## src/rtl/instr_encoder.sv

```systemverilog
// Packs decoded instruction field bundles into 32-bit words and streams them
// to consecutive instruction-memory addresses, rejecting out-of-range fields.
module instr_encoder #(
   parameter int   ADDR_W     = 10,
   parameter logic BRANCH_B30 = 1'b1
) (
   input  logic              clk,
   input  logic              rst,
   input  logic              start,
   input  logic [ADDR_W-1:0] base_addr,
   input  logic              in_valid,
   output logic              in_ready,
   input  logic              in_last,
   input  logic [1:0]        in_kind,
   input  logic [4:0]        in_op,
   input  logic              in_imm_reg,
   input  logic [4:0]        in_rd,
   input  logic [4:0]        in_rs1,
   input  logic [4:0]        in_rs2,
   input  logic [31:0]       in_imm,
   output logic              imem_we,
   input  logic              imem_ready,
   output logic [ADDR_W-1:0] imem_addr,
   output logic [31:0]       imem_wdata,
   output logic              busy,
   output logic [ADDR_W:0]   count,
   output logic              err,
   output logic [1:0]        err_code
);

   typedef enum logic [1:0] {IDLE, RUN, DRAIN} state_t;

   // Memory opcode block LW..SB occupies 5'h10..5'h15
   localparam logic [4:0] OP_LW = 5'h10;
   localparam logic [4:0] OP_SB = 5'h15;

   localparam logic signed [31:0] IMM12_MIN = -32'sd2048;
   localparam logic signed [31:0] IMM12_MAX = 32'sd2047;
   localparam logic signed [31:0] IMM16_MIN = -32'sd32768;
   localparam logic signed [31:0] IMM16_MAX = 32'sd32767;

   state_t      state;
   logic [31:0] word;
   logic        bad_imm;
   logic        bad_op;
   logic [4:0]  br_op;
   logic        accept;
   logic        done;

   assign in_ready = (state == RUN) && (!imem_we || imem_ready);
   assign busy     = (state != IDLE);
   assign accept   = in_valid && in_ready;
   assign done     = imem_we && imem_ready;
   assign br_op    = {1'b1, BRANCH_B30, in_op[2:0]};

   always_comb begin
      word        = '0;
      bad_imm     = 1'b0;
      bad_op      = 1'b0;
      word[26:22] = in_rd;
      word[21:17] = in_rs1;
      unique case (in_kind)
         2'd0: begin
            word[30:28] = in_op[2:0];
            word[16:12] = in_rs2;
            word[11:0]  = in_imm[11:0];
            bad_imm = ($signed(in_imm) < IMM12_MIN) ||
                      ($signed(in_imm) > IMM12_MAX);
         end
         2'd1: begin
            word[30:28] = in_op[2:0];
            word[27]    = 1'b1;
            word[16:1]  = in_imm[15:0];
            word[0]     = in_imm_reg;
            bad_imm = ($signed(in_imm) < IMM16_MIN) ||
                      ($signed(in_imm) > IMM16_MAX);
         end
         2'd2: begin
            word[31:27] = in_op;
            word[16:1]  = in_imm[15:0];
            bad_imm = ($signed(in_imm) < IMM16_MIN) ||
                      ($signed(in_imm) > IMM16_MAX);
            bad_op  = (in_op < OP_LW) || (in_op > OP_SB);
         end
         default: begin
            word[31:27] = br_op;
            word[16:1]  = in_imm[15:0];
            bad_imm = ($signed(in_imm) < IMM16_MIN) ||
                      ($signed(in_imm) > IMM16_MAX);
            bad_op  = (in_op[2:0] == 3'b111) ||
                      ((br_op >= OP_LW) && (br_op <= OP_SB));
         end
      endcase
   end

   always_ff @(posedge clk) begin
      if (rst) begin
         state      <= IDLE;
         imem_we    <= 1'b0;
         imem_addr  <= '0;
         imem_wdata <= '0;
         count      <= '0;
         err        <= 1'b0;
         err_code   <= 2'd0;
      end else begin
         unique case (state)
            IDLE: begin
               if (start) begin
                  state     <= RUN;
                  imem_addr <= base_addr;
                  count     <= '0;
                  err       <= 1'b0;
                  err_code  <= 2'd0;
               end
            end
            RUN: begin
               if (done) begin
                  imem_we   <= 1'b0;
                  imem_addr <= imem_addr + 1'b1;
                  count     <= count + 1'b1;
               end
               if (accept) begin
                  if (bad_op || bad_imm) begin
                     err <= 1'b1;
                     if (!err) err_code <= bad_op ? 2'd2 : 2'd1;
                  end else begin
                     imem_we    <= 1'b1;
                     imem_wdata <= word;
                  end
                  // A rejected final bundle leaves nothing to drain
                  if (in_last)
                     state <= (bad_op || bad_imm) ? IDLE : DRAIN;
               end
            end
            default: begin
               if (done) begin
                  imem_we   <= 1'b0;
                  imem_addr <= imem_addr + 1'b1;
                  count     <= count + 1'b1;
                  state     <= IDLE;
               end
            end
         endcase
      end
   end

endmodule
```

## config.mk

```make
export PLATFORM = sky130hd
export DESIGN_NAME = instr_encoder
export DESIGN_NICKNAME = d
export VERILOG_FILES = /design/src/rtl/instr_encoder.sv
export SDC_FILE = /design/constraint.sdc
export NUM_CORES = 1
export LEC_CHECK = 0
export CAP_MARGIN = 10
export CELL_PAD_IN_SITES_DETAIL_PLACEMENT = 1
export CELL_PAD_IN_SITES_GLOBAL_PLACEMENT = 1
export CORE_UTILIZATION = 31
export DETAILED_ROUTE_END_ITERATION = 12
export PLACE_DENSITY_LB_ADDON = 0.15
export SYNTH_ARGS = -nofsm -noshare
export SYNTH_HDL_FRONTEND = slang
export SYNTH_SLANG_ARGS = --single-unit
```

## constraint.sdc

```tcl
create_clock -name clk -period 3.5 [get_ports clk]
set_input_delay 0.7 -clock clk [delete_from_list [all_inputs] [get_ports clk]]
set_output_delay 0.7 -clock clk [all_outputs]
set_load 0.02 [all_outputs]
```

; Yosys cells after proc, flatten, opt, wreduce, memory -nomap -nowiden
; Index checks and enable logic that the tools add are counted.
; W data, S select, Z words.
[classes]
addsub = 2
mul = 0
div_mod_pow = 0
magnitude_cmp = 8
eq_ne = 9
shifts = 0
n_mux = 33
n_bitwise = 1
n_reduce_logical = 23
[ops]
columns = op, count
row1 = $mux W11, 3
row2 = $gt A32 B12 Y1 const B, 1
row3 = $gt A32 B16 Y1 const B, 1
row4 = $lt A32 B12 Y1 const B, 1
row5 = $lt A32 B16 Y1 const B, 1
row6 = $mux W10, 3
row7 = $mux W2, 10
row8 = $mux W16, 1
row9 = $pmux W1 S2, 6
row10 = $add A11 B1 Y11 const B, 1
row11 = $add A10 B1 Y10 const B, 1
row12 = $ne A2 B2 Y1 const B, 4
row13 = $pmux W2 S2, 2
row14 = $reduce_and A4 Y1, 2
row15 = $mux W1, 7
row16 = $logic_or A1 B1 Y1, 6
row17 = $pmux W3 S2, 1
row18 = $reduce_bool A2 Y1, 3
row19 = $ge A5 B5 Y1 const B, 1
row20 = $gt A5 B5 Y1 const B, 1
row21 = $le A5 B5 Y1 const B, 1
row22 = $lt A5 B5 Y1 const B, 1
row23 = $reduce_and A5 Y1, 1
row24 = $eq A2 B1 Y1 const B, 2
row25 = other kinds (11), 15
[word_totals]
ff_bits = 59
latch_bits = 0
mem_bits_rw = 0
mem_bits_ro = 0
input_bits = 71
out_inout_bits = 59
word_cells = 83
memories = 0

; Longest topological paths before layout
; Gate-level depths: netlist of the first run.
[depth]
depth_word = 9
mapped_depth = 8
ltp_nobuf = 6

; Least setup slack after synthesis of the first run
; No wires, ideal clock.
[synth_timing]
path_type = in2reg
from = input in_kind[1]
to = register imem_wdata[10]
setup_time_ps = 121
arrival_time_ps = 2557
required_ps = 3379
setup_slack_ps = 822
stages = 8
path_buffers = 3
cell_sequence = buf_6 > nor2_8 > mux2i_1 > or4b_4 > a2111o_1 > buf_2 > buf_6 > mux2_4
[synth_via]
elab_chain_len = 6
word_cells_on_any_way = 10
classes_between = eq/ne: 2 / mux: 3 / bitwise: 1 / reduce/logical: 4
[synth_rtl]
columns = element, line_no
row1 = start: declaration, 14  ; input logic [1:0] in_kind,
row2 = $eq A2 B1 Y1 or $logic_not A2 Y1 (tied branches), 62  ; unique case (in_kind)
row3 = $reduce_or A2 Y1 (no source line), --
row4 = $pmux W1 S2, 62
row5 = $logic_or A1 B1 Y1, 123  ; if (bad_op || bad_imm) begin
row6 = $not A1 Y1 (no source line), --
row7 = $reduce_and A3 Y1 (no source line), --
row8 = end signal: assignment, 128  ; imem_wdata <= word;
row9 = end: declaration, 24  ; output logic [31:0] imem_wdata,
; Several ways; a longest one is shown, not always the timed one.
; A chain may end at the register's enable or synchronous reset.

; Worst setup path after layout of the first run
[layout_timing]
from = input in_kind[0]
to = register imem_wdata[1]
; The elaborated chain is that of the path after synthesis.

==> results by group, run 1 <==
Synth
  • Asr flop ratio synth: 0%
  • Synth cell types: 45
  • Primary FF master, synth: dfxtp_1
  • Sequential share of the synthesized area: between 30% and 40%
  • YS warnings: 0
  • Post-synthesis mux area share: 14.30%
  • Synth Register Bits: 59
  • Mean Syn Cell Area: 8.496 µm²
  • Compound-Gate Fraction of Synth Area: between 10% and 20%
  • Adder-cell share of the synthesized area: 0.7710%
  • Synthesized area: 0.003246 mm²
  • Xor-xnor portion of the synthesized cell area: 1.079%
  • Largest family of logic cells by synthesized area: simple AND/OR/NAND/NOR gates
  • Post-synth EDFFs: 0
  • Syn nets: 455
  • Post-synthesis simple-gate area fraction: between 20% and 30%
  • Synth Instances: 382

Floorplanning
  • Initial Utilization: 32.60%
  • Standard cell core area: around 0.01 mm²
  • Die Area: about 0.011 mm²
  • Die X: 104.3 µm
  • Top-Level Pins: between 100 and 150
  • Rows: 36
  • Die H: 104.3 µm

Final layout
  • Cell area after layout: approximately 0.0049 mm²
  • Post-layout net count: 579
  • Share of cells above drive strength 1: 8.806%
  • Final std cells w/o fill: 644
  • Core Util, Final: 49.07%
  • Diodes inserted: 0
  • Area growth from synthesis to layout: 50.50%

Clocking
  • Clock transition at path regs: 0.06 ns
  • CTS Hold Bufs: 0
  • Setup bufs post-CTS: 0
  • Post-CTS sizing: 0
  • H-tree depth: 3
  • Worst-skew pair later-pin latency: 0.34 ns
  • Clk buf depth: 2
  • Root buf cell: clkbuf_8
  • TritonCTS clock tree: yes
  • Num CTS Buffers: 9
  • Clock Sinks: 59

Job
  • MaxCap Viol Count: 0

GRT
  • First-pass GRT wire length: 16530 µm
  • Vias in the first global route: 3407
  • Initial antenna violation count: 0
  • Tot GR Track Use: 18.64%
  • Gr ovfl total: 0
  • Largest net degree at the start of global routing: between 50 and 60

Place
  • Port Buffers: 129
  • Gp weighted congestion: 0.7851
  • HPWL Detailed: between 7000 and 8000 µm
  • Placed Cells: 628
  • Placed inst area: 0.004657 mm²

Worst setup path
  • Critical path launch point type: primary input
  • Crit. End Element: flop
  • Crit path from: in_kind[0]
  • R2r worst-path depth: 5
  • Reg-to-Reg Start: state[0]
  • Crit path max fanout: 33
  • Worst Setup Path Type: primary input to flop
  • RR Endpoint: imem_wdata[1]
  • Arr. time, crit path: 3.25 ns
  • FF-to-FF setup slack: 1.53 ns
  • Crit path required time: 3.72 ns

Timing
  • Slew @ Worst Pin: just over 0.9 ns
  • Fin crit share: 86.79%
  • Slew HR: 37.73%
  • Final count of pins violating max slew: 0
  • # setup viols final: 0
  • Hold violation count in the final report: 0
  • Worst Clk Skew: roughly 0.0073 ns
  • Fin crit period: 3.038 ns
  • Max Fclk: 329.2 MHz
  • Setup Total Neg Slack: 0 ns
  • Unrepaired setup endpoints after global routing: false

Power and ir drop
  • Leakage: 0.001867 µW
  • Worst VDD drop: 0.1711 mV
  • Cell Pwr Density: 343.0 mW/mm²

Status
  • Status: finished clean

Min path
  • Hold path cells: 2
  • HP Class: flop to flop
  • Hold Crit Endpoint: imem_wdata[18]
  • Hold_sp: imem_wdata[18]

Route
  • Antenna Nets Post-Route: 0
  • Avg WL per Cell: 15.61 µm
  • Residual DRC: 0
  • Final WL: roughly 10000 µm
  • DR vias/cell: 5.061
  • 1st-pass router iterations: 4
  • Via count: 3259
  • DR iter-0 viols: about 100
layout by cell type (no fill, tap or decap), types with 3 or more instances in the layout:
cell type          n
nand2_1           35
a21oi_1           37
or3_1              9
nor3_1             8
mux2_4            18
mux2i_1           16
nor2b_1           23
clkbuf_8          11
inv_1              6
buf_4              7
xor2_1             3
nor2_1            25
a211oi_1           6
o21ai_0           31
clkdlybuf4s50_1  128
nand4_1            9
mux2_1             3
nor4_1             3
dfxtp_1           59
nand3_1            9
nand2b_1          26
worst max-delay path by stage:
stage	slack [ns]	cells after the start	endpoint
final	0.46	7	imem_wdata[1]
after global routing	0.41	7	imem_wdata[1]
after CTS	0.48	7	imem_wdata[1]
after detailed placement	0.11	7	imem_wdata[1]
after global placement	0.17	7	imem_wdata[0]
after floorplan	0.82	8	imem_wdata[10]
cell usage after synthesis, types with 2 or more instances:
cell type	number	area share, %
a2111o_1	3	1.0
a2111oi_0	2	0.54
a211oi_1	6	1.4
a21oi_1	37	5.7
a221oi_1	2	0.54
a2bb2oi_1	2	0.54
and4_1	2	0.54
buf_1	2	0.23
buf_2	2	0.31
buf_6	3	1.0
clkbuf_1	17	2.0
dfxtp_1	59	36
ha_1	2	0.77
inv_1	6	0.69
mux2_1	3	1.0
mux2_4	18	8.3
mux2i_1	16	4.9
nand2_1	35	4.0
nand2b_1	26	5.0
nand3_1	9	1.4
nand4_1	9	1.7
nor2_1	25	2.9
nor2b_1	23	4.4
nor3_1	8	1.2
nor3b_1	2	0.46
nor4_1	3	0.58
o211ai_1	2	0.46
o21ai_0	31	4.8
or3_1	9	1.7
xor2_1	3	0.81
layer usage:
layer	GRT usage [%]	wire length, µm	vias to the layer above
met5	0	0	-
met3	5.201	522	9
met2	31.55	4794	82
met4	5.204	105	0
li1	-	-	1611
met1	22.95	4632	1557
state kept, by name (all words and copies together) (netlist names):
signal,cells
count,11
err,1
err_code,2
imem_addr,10
imem_wdata,32
imem_we,1
state,2
stage by stage:
stage | power, µW | hold WS [ns] | setup WS, ns
after floorplan | 827.0 | 0.5492 | 0.8221
after global placement | 968.4 | 0.4583 | 0.1710
after detailed placement | 974.2 | 0.4712 | 0.1147
after CTS | 1704 | 0.4872 | 0.4834
after global routing | 1750 | 0.4955 | 0.4066
final | 1676 | 0.4803 | 0.4625
critical path: stages:
cell and delay (ns):
clkdlybuf4s50_1 0.51, nor2_8 0.30, mux2i_1 0.12, or4b_4 0.55, a2111o_2 0.51, buf_12 0.21, mux2_1 0.33
where the power goes:
part           switching [µW]  total, µW  internal, µW  leakage (µW)
clock                     278        717           439      0.000113
combinational             121        258           137       0.00128
sequential               16.4        700           683      0.000478
total                     416       1680          1260       0.00187
layout make-up:
cell class,instances,area (µm²)
clock buffer,12,155.1
clock inverter,4,72.57
fill,1181,5070
inverter,6,22.52
multi-input combinational,293,1928
sequential,59,1181
tap,133,166.4
timing repair buffer,137,1359
logic make-up after synthesis:
family                     count (synthesis)
adders and majority gates                  2
and+or+nand+nor                          155
xor gates and xnor gates                   4
AOI/OAI and AO/OA                         95
buffers and inverters                     30
muxes                                     37
DFF                                       59
(Power assumes the default switching activity.)
==> run 2: changes to the inputs <==
--- a/config.mk
+++ b/config.mk
@@ -5,7 +5,6 @@
 export SDC_FILE = /design/constraint.sdc
 export NUM_CORES = 1
 export LEC_CHECK = 0
-export CAP_MARGIN = 10
 export CELL_PAD_IN_SITES_DETAIL_PLACEMENT = 1
 export CELL_PAD_IN_SITES_GLOBAL_PLACEMENT = 1
 export CORE_UTILIZATION = 31
==> results of run 2 <==
No change in the layout: final DEF, timing and power equal those of run 1.
==> run 3: changes to the inputs <==
--- a/config.mk
+++ b/config.mk
@@ -10,6 +10,7 @@
 export CORE_UTILIZATION = 31
 export DETAILED_ROUTE_END_ITERATION = 12
 export PLACE_DENSITY_LB_ADDON = 0.15
+export RECOVER_POWER = 25
 export SYNTH_ARGS = -nofsm -noshare
 export SYNTH_HDL_FRONTEND = slang
 export SYNTH_SLANG_ARGS = --single-unit
==> results by group, run 3 (same netlist as run 1, synthesis figures left out) <==
Route
  • DR vias/cell: 5.061 (unchanged)
  • Final WL: 10020 µm (-0.34%)
  • Via count: 3259 (unchanged)
  • Antenna Nets Post-Route: 0 (unchanged)
  • 1st-pass router iterations: 4 (unchanged)
  • Residual DRC: 0 (unchanged)
  • DR iter-0 viols: 99 (-2.0%)
  • Avg WL per Cell: 15.56 µm (-0.34%)

Power and ir drop
  • Cell Int Power: 1258 µW (-0.16%)
  • Worst VDD drop: 0.1708 mV (-0.17%)
  • Cell Pwr Density: 343.0 mW/mm² (about the same)
  • Sw frac: 24.82% (about the same)
  • Seq pwr share: 41.8% (about the same)
  • Total Power: 1673 µW (-0.16%)
  • Switch Pwr: 415.2 µW (-0.15%)
  • Leakage: 0.001935 µW (+3.7%)
  • Comb power frac: 15.3% (about the same)
  • Clock Power Share: 42.9% (about the same)

Worst setup path
  • Arr. time, crit path: 3.25 ns (about the same)
  • Worst Setup Path Type: primary input to flop
  • Crit. End Element: flop
  • Crit path required time: 3.72 ns (about the same)
  • Crit path max fanout: 33 (unchanged)
  • Critical path launch point type: primary input

Final layout
  • Area growth from synthesis to layout: 50.27%
  • Max FFs per register: 32 (unchanged)
  • Most common cell after layout, fill and taps aside: clkdlybuf4s50_1
  • Diodes inserted: 0 (unchanged)
  • Commonest cells after routing, fill and taps aside: clkdlybuf4s50_1 (105), dfxtp_1 (59), a21oi_1 (37)
  • Share of cells above drive strength 1: 8.415% (-0.39 points)
  • Post-layout net count: 579 (unchanged)
  • Core Util, Final: 48.99% (-0.075 points)
  • Cell area after layout: 0.004877 mm² (-0.15%)
  • Biggest regs: imem_wdata (32), count (11), imem_addr (10)
  • Largest register by flop count: imem_wdata

Clocking
  • Clock transition at path regs: 0.06 ns (about the same)
  • Root buf cell: clkbuf_8
  • Worst-skew pair later-pin latency: 0.34 ns (about the same)
  • Num CTS Buffers: 9 (unchanged)
  • TritonCTS clock tree: yes
  • H-tree depth: 3 (unchanged)
  • Clk buf depth: 2 (unchanged)
  • Clock Sinks: 59 (unchanged)
  • Post-CTS sizing: 0 (unchanged)
  • Setup bufs post-CTS: 0 (unchanged)
  • CTS Hold Bufs: 0 (unchanged)

GRT
  • Gr busiest metal: met2
  • First-pass GRT wire length: 16530 µm (unchanged)
  • Initial antenna violation count: 0 (unchanged)
  • Vias in the first global route: 3407 (unchanged)
  • Tot GR Track Use: 18.64% (unchanged)
  • Gr ovfl total: 0 (unchanged)
  • M2 GR Usage: 31.55% (unchanged)
  • Largest net degree at the start of global routing: 55 (unchanged)
  • GR Layer Usage met3: 5.201% (unchanged)
  • Met1 Use GR: 22.95% (unchanged)

Floorplanning
  • Die H: 104.3 µm (unchanged)
  • Die Area: 0.01088 mm² (unchanged)
  • Standard cell core area: 0.009955 mm² (unchanged)
  • Rows: 36 (unchanged)
  • Top-Level Pins: 130 (unchanged)
  • Initial Utilization: 32.60% (unchanged)
  • Die X: 104.3 µm (unchanged)

Timing
  • Fin crit share: 86.64% (-0.15 points)
  • Unrepaired setup endpoints after global routing: false
  • Hold violation count in the final report: 0 (unchanged)
  • Setup Total Neg Slack: 0 ns (unchanged)
  • Worst Clk Skew: 0.007117 ns (-0.0002049 ns)
  • # setup viols final: 0 (unchanged)
  • Slew HR: 38.12% (+0.39 points)
  • PnR worst setup slack: 0.4677 ns (+0.005262 ns)
  • Fin crit period: 3.032 ns (-0.005262 ns)
  • Slew @ Worst Pin: 0.9282 ns (-0.005825 ns)
  • Final count of pins violating max slew: 0 (unchanged)
  • Max Fclk: 329.8 MHz (+0.17%)

Place
  • Placed inst area: 0.004657 mm² (unchanged)
  • Gp weighted congestion: 0.7851 (unchanged)
  • Port Buffers: 129 (unchanged)
  • HPWL Detailed: 7321 µm (unchanged)
  • Pre-CTS worst setup slack: 0.1147 ns (unchanged)

Min path
  • HP Class: flop to flop

Status
  • Status: finished clean

Job
  • MaxCap Viol Count: 0 (unchanged)
-- run 3: changes by cell type in the layout (fill, tap and decap cells not counted), sizes merged --
cell and change:
clkbuf +2, buf -2, dlygate4sd3 +23, clkdlybuf4s50 -23
-- run 3: cell type report --
type | count | area [µm²]
Fill cell | 1182 | 5077
Multi-Input combinational cell | 293 | 1928
Timing Repair Buffer | 137 | 1351
Sequential cell | 59 | 1181
Tap cell | 133 | 166.4
Clock buffer | 12 | 155.1
Clock inverter | 4 | 72.57
Inverter | 6 | 22.52
-- run 3: path summary, 6_finish.rpt --
kind	start	endpoint	slack, ns	depth (start not counted)
setup reg to reg	state[0]	count[4]	1.47	6
hold / removal	imem_wdata[18]	imem_wdata[18]	0.48	2
setup / recovery	in_kind[0]	imem_wdata[1]	0.47	7
hold reg to reg	imem_wdata[18]	imem_wdata[18]	0.48	2
-- run 3: routing by layer --
metal | up-vias | wire length [µm]
li1 | 1611 | -
met1 | 1559 | 4597
met2 | 80 | 4796
met3 | 9 | 521
met4 | 0 | 105
met5 | - | 0
-- run 3: power groups by stage --
stage | clock (µW) | combinational, µW | sequential [µW]
CTS | 744 | 261 | 700
global route | 766 | 280 | 702
detailed placement | 0 | 259 | 715
global placement | 0 | 254 | 714
finish | 717 | 256 | 700
floorplan | 0 | 104 | 723
-- run 3: critical path, stage by stage --
cell and delay (ns):
clkdlybuf4s50_1 0.51, nor2_8 0.29, mux2i_1 0.12, or4b_4 0.55, a2111o_2 0.51, buf_12 0.21, mux2_1 0.33
-- run 3: stage by stage --
| stage | hold WS, ns | cells |
|---|---|---|
| 3_3_place_gp | 0.4583 | 628 |
| 6_report | 0.4803 | 644 |
| 3_5_place_dp | 0.4712 | 628 |
| 4_1_cts | 0.4872 | 644 |
| 5_1_grt | 0.4955 | 644 |
| 2_1_floorplan | 0.5492 | 382 |
